[config.mk]
export PLATFORM = sky130hd
export DESIGN_NAME = ext_pipe
export DESIGN_NICKNAME = d
export VERILOG_FILES = /design/src/rtl/ext_pipe.sv
export SDC_FILE = /design/constraint.sdc
export NUM_CORES = 1
export LEC_CHECK = 0
export CAP_MARGIN = 20
export CORE_ASPECT_RATIO = 1.2
export CORE_MARGIN = 1
export CORE_UTILIZATION = 46
export DETAILED_ROUTE_END_ITERATION = 16
export PLACE_DENSITY = 0.79
export SETUP_SLACK_MARGIN = 0.4
export SLEW_MARGIN = 10
export SYNTH_ARGS = -nofsm -noshare
export SYNTH_HDL_FRONTEND = slang
export SYNTH_SLANG_ARGS = --single-unit
[constraint.sdc]
create_clock -name clk -period 1.93 [get_ports clk]
set_clock_uncertainty 0.1 [all_clocks]
set_input_delay 0.193 -clock clk [delete_from_list [all_inputs] [get_ports clk]]
set_output_delay 0.193 -clock clk [all_outputs]
set_load 0.05 [all_outputs]
[src/rtl/ext_pipe.sv]
// ext_pipe: pipelined immediate extender with valid/ready handshake.
//
// An IN_W immediate, a 3-bit op code and a passthrough tag enter on
// in_valid & in_ready. The extended OUT_W result, the same tag and an
// illegal-op flag leave STAGES cycles later on out_valid & out_ready.
// Every stage advances whenever its successor can take its contents, so
// bubbles collapse and a full pipe still sustains one beat per cycle.
//
// Ports
//   clk        clock, rising edge
//   reset      synchronous active-high reset
//   in_valid   input beat valid
//   in_ready   block can accept this cycle (combinational from out_ready)
//   in_imm     raw immediate, IN_W bits
//   in_op      extension mode (0..6 legal, 7 illegal)
//   in_tag     opaque tag returned with the result
//   out_valid  result valid
//   out_ready  consumer accepts this cycle
//   out_imm    extended result, OUT_W bits
//   out_tag    tag belonging to out_imm
//   out_err    1 = illegal op, out_imm forced to 0
//   bad_cnt    saturating count of accepted illegal ops
//
// Parameter constraints: IN_W >= 8, OUT_W >= IN_W+2, STAGES in 1..4.

module ext_pipe #(
    parameter int unsigned IN_W   = 16,
    parameter int unsigned OUT_W  = 32,
    parameter int unsigned STAGES = 1,
    parameter int unsigned TAG_W  = 5,
    parameter int unsigned CNT_W  = 8
) (
    input  logic             clk,
    input  logic             reset,
    input  logic             in_valid,
    output logic             in_ready,
    input  logic [IN_W-1:0]  in_imm,
    input  logic [2:0]       in_op,
    input  logic [TAG_W-1:0] in_tag,
    output logic             out_valid,
    input  logic             out_ready,
    output logic [OUT_W-1:0] out_imm,
    output logic [TAG_W-1:0] out_tag,
    output logic             out_err,
    output logic [CNT_W-1:0] bad_cnt
);

    localparam int unsigned R    = OUT_W - IN_W;
    localparam int unsigned LAST = STAGES - 1;

    // Per-stage state, flattened for neighbour access.
    logic [STAGES-1:0] stg_v;
    logic [OUT_W-1:0]  stg_d [STAGES];
    logic [TAG_W-1:0]  stg_t [STAGES];
    logic [STAGES-1:0] stg_e;

    // load[k]: stage k captures its predecessor at the next edge.
    logic [STAGES-1:0] load;
    logic              accept;

    // Extension datapath ahead of stage 0.
    logic [OUT_W-1:0]  zext;
    logic [OUT_W-1:0]  sext;
    logic [OUT_W-1:0]  ext_imm;
    logic              ext_err;

    // Readiness ripples backwards from the consumer: a stage may load when it
    // is empty or when whatever sits downstream is taking its contents.
    always_comb begin : p_load
        logic take;
        take = out_ready;
        for (int k = int'(STAGES) - 1; k >= 0; k--) begin
            load[k] = ~stg_v[k] | take;
            take    = load[k];
        end
    end

    assign in_ready = ~reset & load[0];
    assign accept   = in_valid & in_ready;

    assign zext = {{R{1'b0}}, in_imm};
    assign sext = {{R{in_imm[IN_W-1]}}, in_imm};

    // Op decode; op 7 yields zero with the error flag.
    always_comb begin
        ext_imm = '0;
        ext_err = 1'b0;
        case (in_op)
            3'd0: ext_imm = zext;
            3'd1: ext_imm = sext;
            3'd2: ext_imm = {in_imm, {R{1'b0}}};
            3'd3: ext_imm = {sext[OUT_W-3:0], 2'b00};
            3'd4: ext_imm = {zext[OUT_W-3:0], 2'b00};
            3'd5: ext_imm = {{(OUT_W-8){in_imm[7]}}, in_imm[7:0]};
            3'd6: ext_imm = {{(OUT_W-8){1'b0}}, in_imm[7:0]};
            default: begin
                ext_imm = '0;
                ext_err = 1'b1;
            end
        endcase
    end

    for (genvar k = 0; k < STAGES; k++) begin : g_stage
        logic             src_v;
        logic [OUT_W-1:0] src_d;
        logic [TAG_W-1:0] src_t;
        logic             src_e;
        logic             v_q;
        logic [OUT_W-1:0] d_q;
        logic [TAG_W-1:0] t_q;
        logic             e_q;

        if (k == 0) begin : g_head
            assign src_v = accept;
            assign src_d = ext_imm;
            assign src_t = in_tag;
            assign src_e = ext_err;
        end else begin : g_body
            assign src_v = stg_v[k-1];
            assign src_d = stg_d[k-1];
            assign src_t = stg_t[k-1];
            assign src_e = stg_e[k-1];
        end

        // Payload only updates with a valid source so idle inputs never leak
        // into the held output registers.
        always_ff @(posedge clk) begin
            if (reset) begin
                v_q <= 1'b0;
                d_q <= '0;
                t_q <= '0;
                e_q <= 1'b0;
            end else if (load[k]) begin
                v_q <= src_v;
                if (src_v) begin
                    d_q <= src_d;
                    t_q <= src_t;
                    e_q <= src_e;
                end
            end
        end

        assign stg_v[k] = v_q;
        assign stg_d[k] = d_q;
        assign stg_t[k] = t_q;
        assign stg_e[k] = e_q;
    end

    assign out_valid = stg_v[LAST];
    assign out_imm   = stg_d[LAST];
    assign out_tag   = stg_t[LAST];
    assign out_err   = stg_e[LAST];

    // Saturating count of accepted illegal ops.
    always_ff @(posedge clk) begin
        if (reset) begin
            bad_cnt <= '0;
        end else if (accept && ext_err && (bad_cnt != {CNT_W{1'b1}})) begin
            bad_cnt <= bad_cnt + CNT_W'(1);
        end
    end

endmodule

==> metrics.md, run 1 <==
| Metric | Value |
|---|---|
| Peak supply drop | `0.000419 V` |
| Critical Path AT | `1.74 ns` |
| Initial antenna violation count | `0` |
| CTS tree | `built` |
| Clock root buffer | `clkbuf_8` |
| Total power | `2.39 mW` |
| CTS buffer count | `5` |
| Syn avg cell area | `8.13 um2` |
| Nets | `400` |
| Worst-path clk slew | `0.08 ns` |
| First-pass GRT wire length | `10,900 um` |
| DRT Pass-1 Iters | `4` |
| Synth cell count leaders | `dfxtp_1 (47), a21oi_1 (39), nor2_1 (26), nand2_1 (25), o2bb2ai_1 (24)` |
| CP max FO | `7` |
| Chip Width | `66.5 um` |
| GR Util met1 | `32.5%` |
| Post-synthesis sequential area ratio | `40.9%` |
| Drt drc | `0` |
| Pwr per Cell Area | `679 nW/um2` |
| Most utilized layer in the global route result | `met2` |
| I/O Buffers | `75` |
| Setup TNS | `0 ns` |
| I/O pin count | `76` |
| Cells after synthesis | `283` |
| Global-route track usage on met2 | `45.6%` |
| RSZ-0062 raised after global routing | `yes` |
| Critical path class | `flop to flop` |
| Worst Max-Slew Pin Slew | `0.509 ns` |
| # fillers | `371` |
| Crit-path cells | `nor2b_4, or3_4, or4_1, a21oi_1` |
| Reg2reg setup slack | `0.31 ns` |
| Area contributors post-synth | `dfxtp_1 (41%), o2bb2ai_1 (9.1%), a21oi_1 (8.5%)` |
| Reg-to-reg critical path startpoint | `out_valid` |
| Static leakage | `1.44 nW` |
| Design area | `3520 um2` |
| Post-route ant nets | `0` |
| R2R depth | `4` |
| Worst Setup SP | `out_valid` |
| Drt total wl | `6800 um` |
| Post-synth top flop | `dfxtp_1` |
| CTS H-tree lvls | `2` |
| Gr ovfl total | `0` |
| Synth-to-Final Area Change | `53.1%` |
| Vias in the first global route | `2,273` |
| Area leader, netlist | `dfxtp_1` |
| DP Area | `3270 um2` |
| Crit end category | `flop` |
| Synth Cell Area | `2300 um2` |
| Worst relative slew slack | `66.2%` |
| Layout cells sized above 1 | `19.9%` |
| Core box area | `4700 um2` |
| DR vias/cell | `5.84` |
| Largest net degree at the start of global routing | `36` |
| # rows | `27` |
| Met3 usage in global routing | `5.14%` |
| Synth Warn # | `0` |
| Storage cell area | `955 um2` |
| Async set-reset flop share out of synthesis | `0%` |
| Number of hold buffers added after CTS | `0` |
| Final-report hold violation count | `0` |
| Maxcap violations | `0` |
| Critical-path top delay cell | `or3_4` |
| Dpl hpwl | `4530 um` |
| Initial Util | `49.0%` |
| ANT cells | `0` |
| Final period utilization | `83.8%` |
| Most numerous cell in the Yosys netlist | `dfxtp_1` |
| Die Ht | `79.5 um` |
| Sink Count | `47` |
| Area of the multi-input gates | `1410 um2` |
| Critical path data required time | `2.06 ns` |
| Routed WL per cell | `15.8 um` |
| Longest Clk Path Bufs | `2` |
| Worst skew pair latency | `0.29 ns` |
| Final setup violation count | `0` |
| Post-Syn Nets | `312` |
| Crit start category | `flop` |
| Routed vias | `2,512` |
| Top cell type's share of synthesized area | `40.9%` |
| Final Max Slew Viols | `0` |
| Seq cells post-synth | `47` |
| EDFF count, synth | `0` |
| Max Fclk | `0.618 GHz` |
| HP Class | `input port to flop` |
| Max incr delay on CP | `0.43 ns` |
| Die ar. | `5290 um2` |
| Finished Core Util | `75.0%` |
| Min cycle time layout | `1.62 ns` |
| GPL Wtd Cong | `0.836` |
| Detailed Route Iter0 Violations | `168` |
| Hold_ws | `0.255 ns` |
| Status | `finished, final reports clean` |
| Post-synth cell types | `35` |
| Gr usage total | `26.5%` |
| CP endpoint | `bad_cnt[3]` |
| RR Endpoint | `bad_cnt[3]` |
==> power breakdown <==
part	leakage (nW)	internal (mW)	switching, mW
Clock	0.0612	0.419	0.328
Sequential	0.388	1.02	0.0237
Combinational	0.992	0.216	0.386
Total	1.44	1.65	0.737
==> per-layer routing <==
layer / share of wire (%) / wire, um / up-vias
met5: 0 / 0 / -
met4: 1.4 / 93 / 0
met3: 6.2 / 422 / 11
met2: 51 / 3490 / 104
met1: 41 / 2800 / 1178
li1: - / - / 1219
==> layout make-up <==
cell class / instances / area share, %
clock buffer: 6 / 2.35
clock inverter: 2 / 0.995
inverter: 3 / 0.320
multi-input combinational: 209 / 40.2
sequential: 47 / 27.1
tap: 58 / 2.06
timing repair buffer: 105 / 27.0
==> sequential cells by signal (all words and copies together) (netlist names) <==
name	cells
out_imm	32
bad_cnt	8
out_tag	5
out_err	1
out_valid	1
==> worst min path at each step <==
stage,from,slack (ns),to,cells after the start
floorplan,in_tag[0],0.20,out_tag[0],2
global placement,out_imm[0],0.34,out_imm[0],2
detailed placement,out_imm[12],0.35,out_imm[12],1
CTS,in_valid,0.26,out_valid,3
global route,in_valid,0.27,out_valid,3
finish,in_valid,0.26,out_valid,3
==> through the flow <==
stage	setup WS, ns	cells
after floorplan	0.245	283
after global placement	-0.185	414
after detailed placement	-0.220	414
after CTS	0.309	424
after global routing	0.276	430
final	0.312	430
==> cells by family after synthesis <==
group,share of synthesized area (%)
buffers and inverters,5.06
DFF,40.9
muxes,1.74
and+or+nand+nor,21.9
AOI/OAI and AO/OA,29.4
adders and majority gates,0.544
xor gates and xnor gates,0.381
==> worst max-delay path, delay by kind of cell, from the launching register on <==
family	cells	cell delay, ns
compound gates	1	0.13
flops	1	0.35
simple gates	3	0.97
==> placed cells by master (no fill, tap or decap), types with 3 or more instances in the layout <==
cell type / count
a211oi_1: 4
a21oi_1: 38
a311oi_1: 10
buf_12: 4
buf_4: 25
clkbuf_2: 6
clkbuf_8: 6
clkdlybuf4s15_1: 3
clkdlybuf4s50_1: 22
dfxtp_1: 40
dfxtp_2: 5
dlygate4sd2_1: 42
inv_1: 3
mux2i_1: 4
nand2_1: 25
nand2b_1: 17
nand3_1: 13
nor2_1: 23
nor3_1: 5
o21ai_0: 11
o2bb2ai_1: 24
o41ai_2: 3
==> what timing repair did <==
item | CTS | global route
endpoints found under the hold margin | 0 | 0
setup buffers | 1 | 6
cloned | 1 | 0
setup endpoints to repair | 88 | 51
resized for setup | 65 | 27
pin swaps | 4 | 6
No activity file was read; power rests on OpenSTA's default activity.
==> inputs of run 2 (changes only) <==
- clock period: 1.93 -> 1.7 ns (I/O delays scaled with it)
==> run 2 against run 1 <==
  * Total power rose by 30%
  * Fmax fell by 2.2%
  * Global-route usage rose by 8.1 points
  * Critical path depth did not move
==> metrics.md, run 2 (synthesis gave the netlist of run 1 again) <==
| Metric | Value |
|---|---|
| Final setup violation count | `0` |
| Max Fclk | `0.605 GHz` |
| Register share of total power | `38.7%` |
| Max reg flops | `32` |
| Crit-path cells | `nor2b_4, or3_4, buf_6, o41ai_1` |
| Gr ovfl total | `0` |
| Psw | `1.03 mW` |
| Peak supply drop | `0.000652 V` |
| Min cycle time layout | `1.65 ns` |
| Worst relative slew slack | `71.1%` |
| I/O Buffers | `75` |
| Reg2reg setup slack | `0.05 ns` |
| RSZ-0062 raised after global routing | `yes` |
| # fillers | `179` |
| Critical path class | `flop to flop` |
| Routed vias | `3,003` |
| HP Class | `input port to flop` |
| Vias in the first global route | `2,761` |
| Comb pwr share | `31.2%` |
| Sw Share | `33.2%` |
| Reg-to-reg critical path startpoint | `out_valid` |
| DR vias/cell | `6.51` |
| Final Max Slew Viols | `0` |
| Die ar. | `5290 um2` |
| Met1 Routed Length | `3800 um` |
| Sink Count | `47` |
| RR Endpoint | `bad_cnt[2]` |
| Synth-to-Final Area Change | `86.4%` |
| Post-route insts no fill | `461` |
| CP max FO | `6` |
| Layout cells sized above 1 | `50.1%` |
| R2R depth | `4` |
| Number of hold buffers added after CTS | `0` |
| CTS buffer count | `5` |
| Total power | `3.10 mW` |
| Clock root buffer | `clkbuf_8` |
| Setup ws final | `0.0461 ns` |
| # rows | `27` |
| Maxcap violations | `0` |
| CP delay by family, top | `simple AND/OR/NAND/NOR gates` |
| Final-report hold violation count | `0` |
| I/O pin count | `76` |
| Routed WL per cell | `22.9 um` |
| Worst skew pair latency | `0.30 ns` |
| Worst-path clk slew | `0.10 ns` |
| Chip Width | `66.5 um` |
| Post-route ant nets | `0` |
| Cell-internal power | `2.07 mW` |
| CP Depth | `4` |
| Drt total wl | `10,600 um` |
| Area of the multi-input gates | `1850 um2` |
| Pwr per Cell Area | `724 nW/um2` |
| Crit start category | `flop` |
| Worst Setup SP | `out_valid` |
| Largest net degree at the start of global routing | `26` |
| Longest Clk Path Bufs | `2` |
| GPL Wtd Cong | `0.874` |
| Status | `finished, final reports clean` |
| Worst Max-Slew Pin Slew | `0.428 ns` |
| Drt drc | `0` |
| CTS H-tree lvls | `2` |
| Max incr delay on CP | `0.39 ns` |
| CP endpoint | `bad_cnt[2]` |
| Most common cell after layout, fill and taps aside | `buf_4` |
| Die Ht | `79.5 um` |
| Setup Slack @ Placement | `-0.515 ns` |
| Core box area | `4700 um2` |
| Critical-path top delay cell | `or3_4` |
| DP Cell Count | `418` |
| Max layer used | `met4` |
| Critical path data required time | `1.76 ns` |
| CP Buf/Inv Count | `1` |
| DP Area | `3200 um2` |
| Crit end category | `flop` |
| CTS tree | `built` |
| Clock Power Share | `30.1%` |
| Highest-count cells in the layout ignoring fill and taps | `buf_4 (79), dfxtp_1 (40), a21oi_1 (34), clkdlybuf4s50_1 (21), buf_6 (18)` |
| Gr usage total | `34.5%` |
| Critical Path AT | `1.72 ns` |
| HP Start | `in_valid` |
| Nets | `431` |
| Static leakage | `1.67 nW` |
| ANT cells | `0` |
| First-pass GRT wire length | `13,700 um` |
| Design area | `4290 um2` |
| Initial Util | `49.0%` |
| Dpl hpwl | `4620 um` |
| Finished Core Util | `91.3%` |
| Setup TNS | `0 ns` |
| Routed wl met2 | `5300 um` |
| Detailed Route Iter0 Violations | `271` |
| Final period utilization | `97.3%` |
| Initial antenna violation count | `0` |
| DRT Pass-1 Iters | `7` |
| Hold_ws | `0.235 ns` |
| Storage cell area | `952 um2` |
| Met3 WL | `837 um` |
run 2: cell types whose count changed in the layout (fill, tap and decap cells not counted), moves of 6 or more:
cell	before	now
buf_4	25	79
dlygate4sd2_1	42	5
o2bb2ai_1	24	0
o2bb2ai_2	0	17
buf_6	2	18
nand2_1	25	16
nor2_4	1	9
nand2_2	0	7
nor2_1	23	16
o21ai_0	11	4
o2bb2ai_4	0	7
clkbuf_2	6	0
run 2: layout make-up:
| cell class | count | share of cell area, % |
|---|---|---|
| Clock inverter | 1 | 0.701 |
| Timing Repair Buffer | 134 | 29.7 |
| Sequential cell | 47 | 22.2 |
| Inverter | 3 | 0.263 |
| Clock buffer | 7 | 2.28 |
| Multi-Input combinational cell | 211 | 43.1 |
| Tap cell | 58 | 1.69 |
run 2: worst min-delay path by stage:
stage             endpoint  slack [ns]  depth (start not counted)
6_report         out_valid        0.24                          3
4_1_cts          out_valid        0.20                          3
2_1_floorplan   out_tag[0]        0.18                          2
3_3_place_gp    out_imm[1]        0.34                          2
3_5_place_dp   out_imm[17]        0.35                          1
5_1_grt          out_valid        0.24                          3
run 2: layer usage:
metal	track usage, %	up-vias
met5	0	-
met4	18.5	0
met3	5.71	72
met2	62.0	231
met1	37.7	1418
li1	-	1282
run 2: power groups by stage:
stage	logic (mW)	registers [mW]	clock network, mW
5_1_grt	0.998	1.21	0.977
6_report	0.967	1.20	0.934
2_1_floorplan	0.242	1.40	0
4_1_cts	0.852	1.19	0.908
3_3_place_gp	0.679	1.21	0
3_5_place_dp	0.687	1.21	0
run 2: what timing repair did:
| item | CTS | global route |
|---|---|---|
| gates cloned | 8 | 1 |
| gates resized for setup | 91 | 44 |
| setup buffers | 17 | 9 |
| pin swaps | 39 | 20 |
| setup endpoints to repair | 47 | 47 |
run 2: worst reg2reg max path, stage by stage, from the launching register on:
cell and delay, ns:
dfxtp_4 0.35, nor2b_4 0.14, or3_4 0.39, buf_6 0.16, o41ai_1 0.37
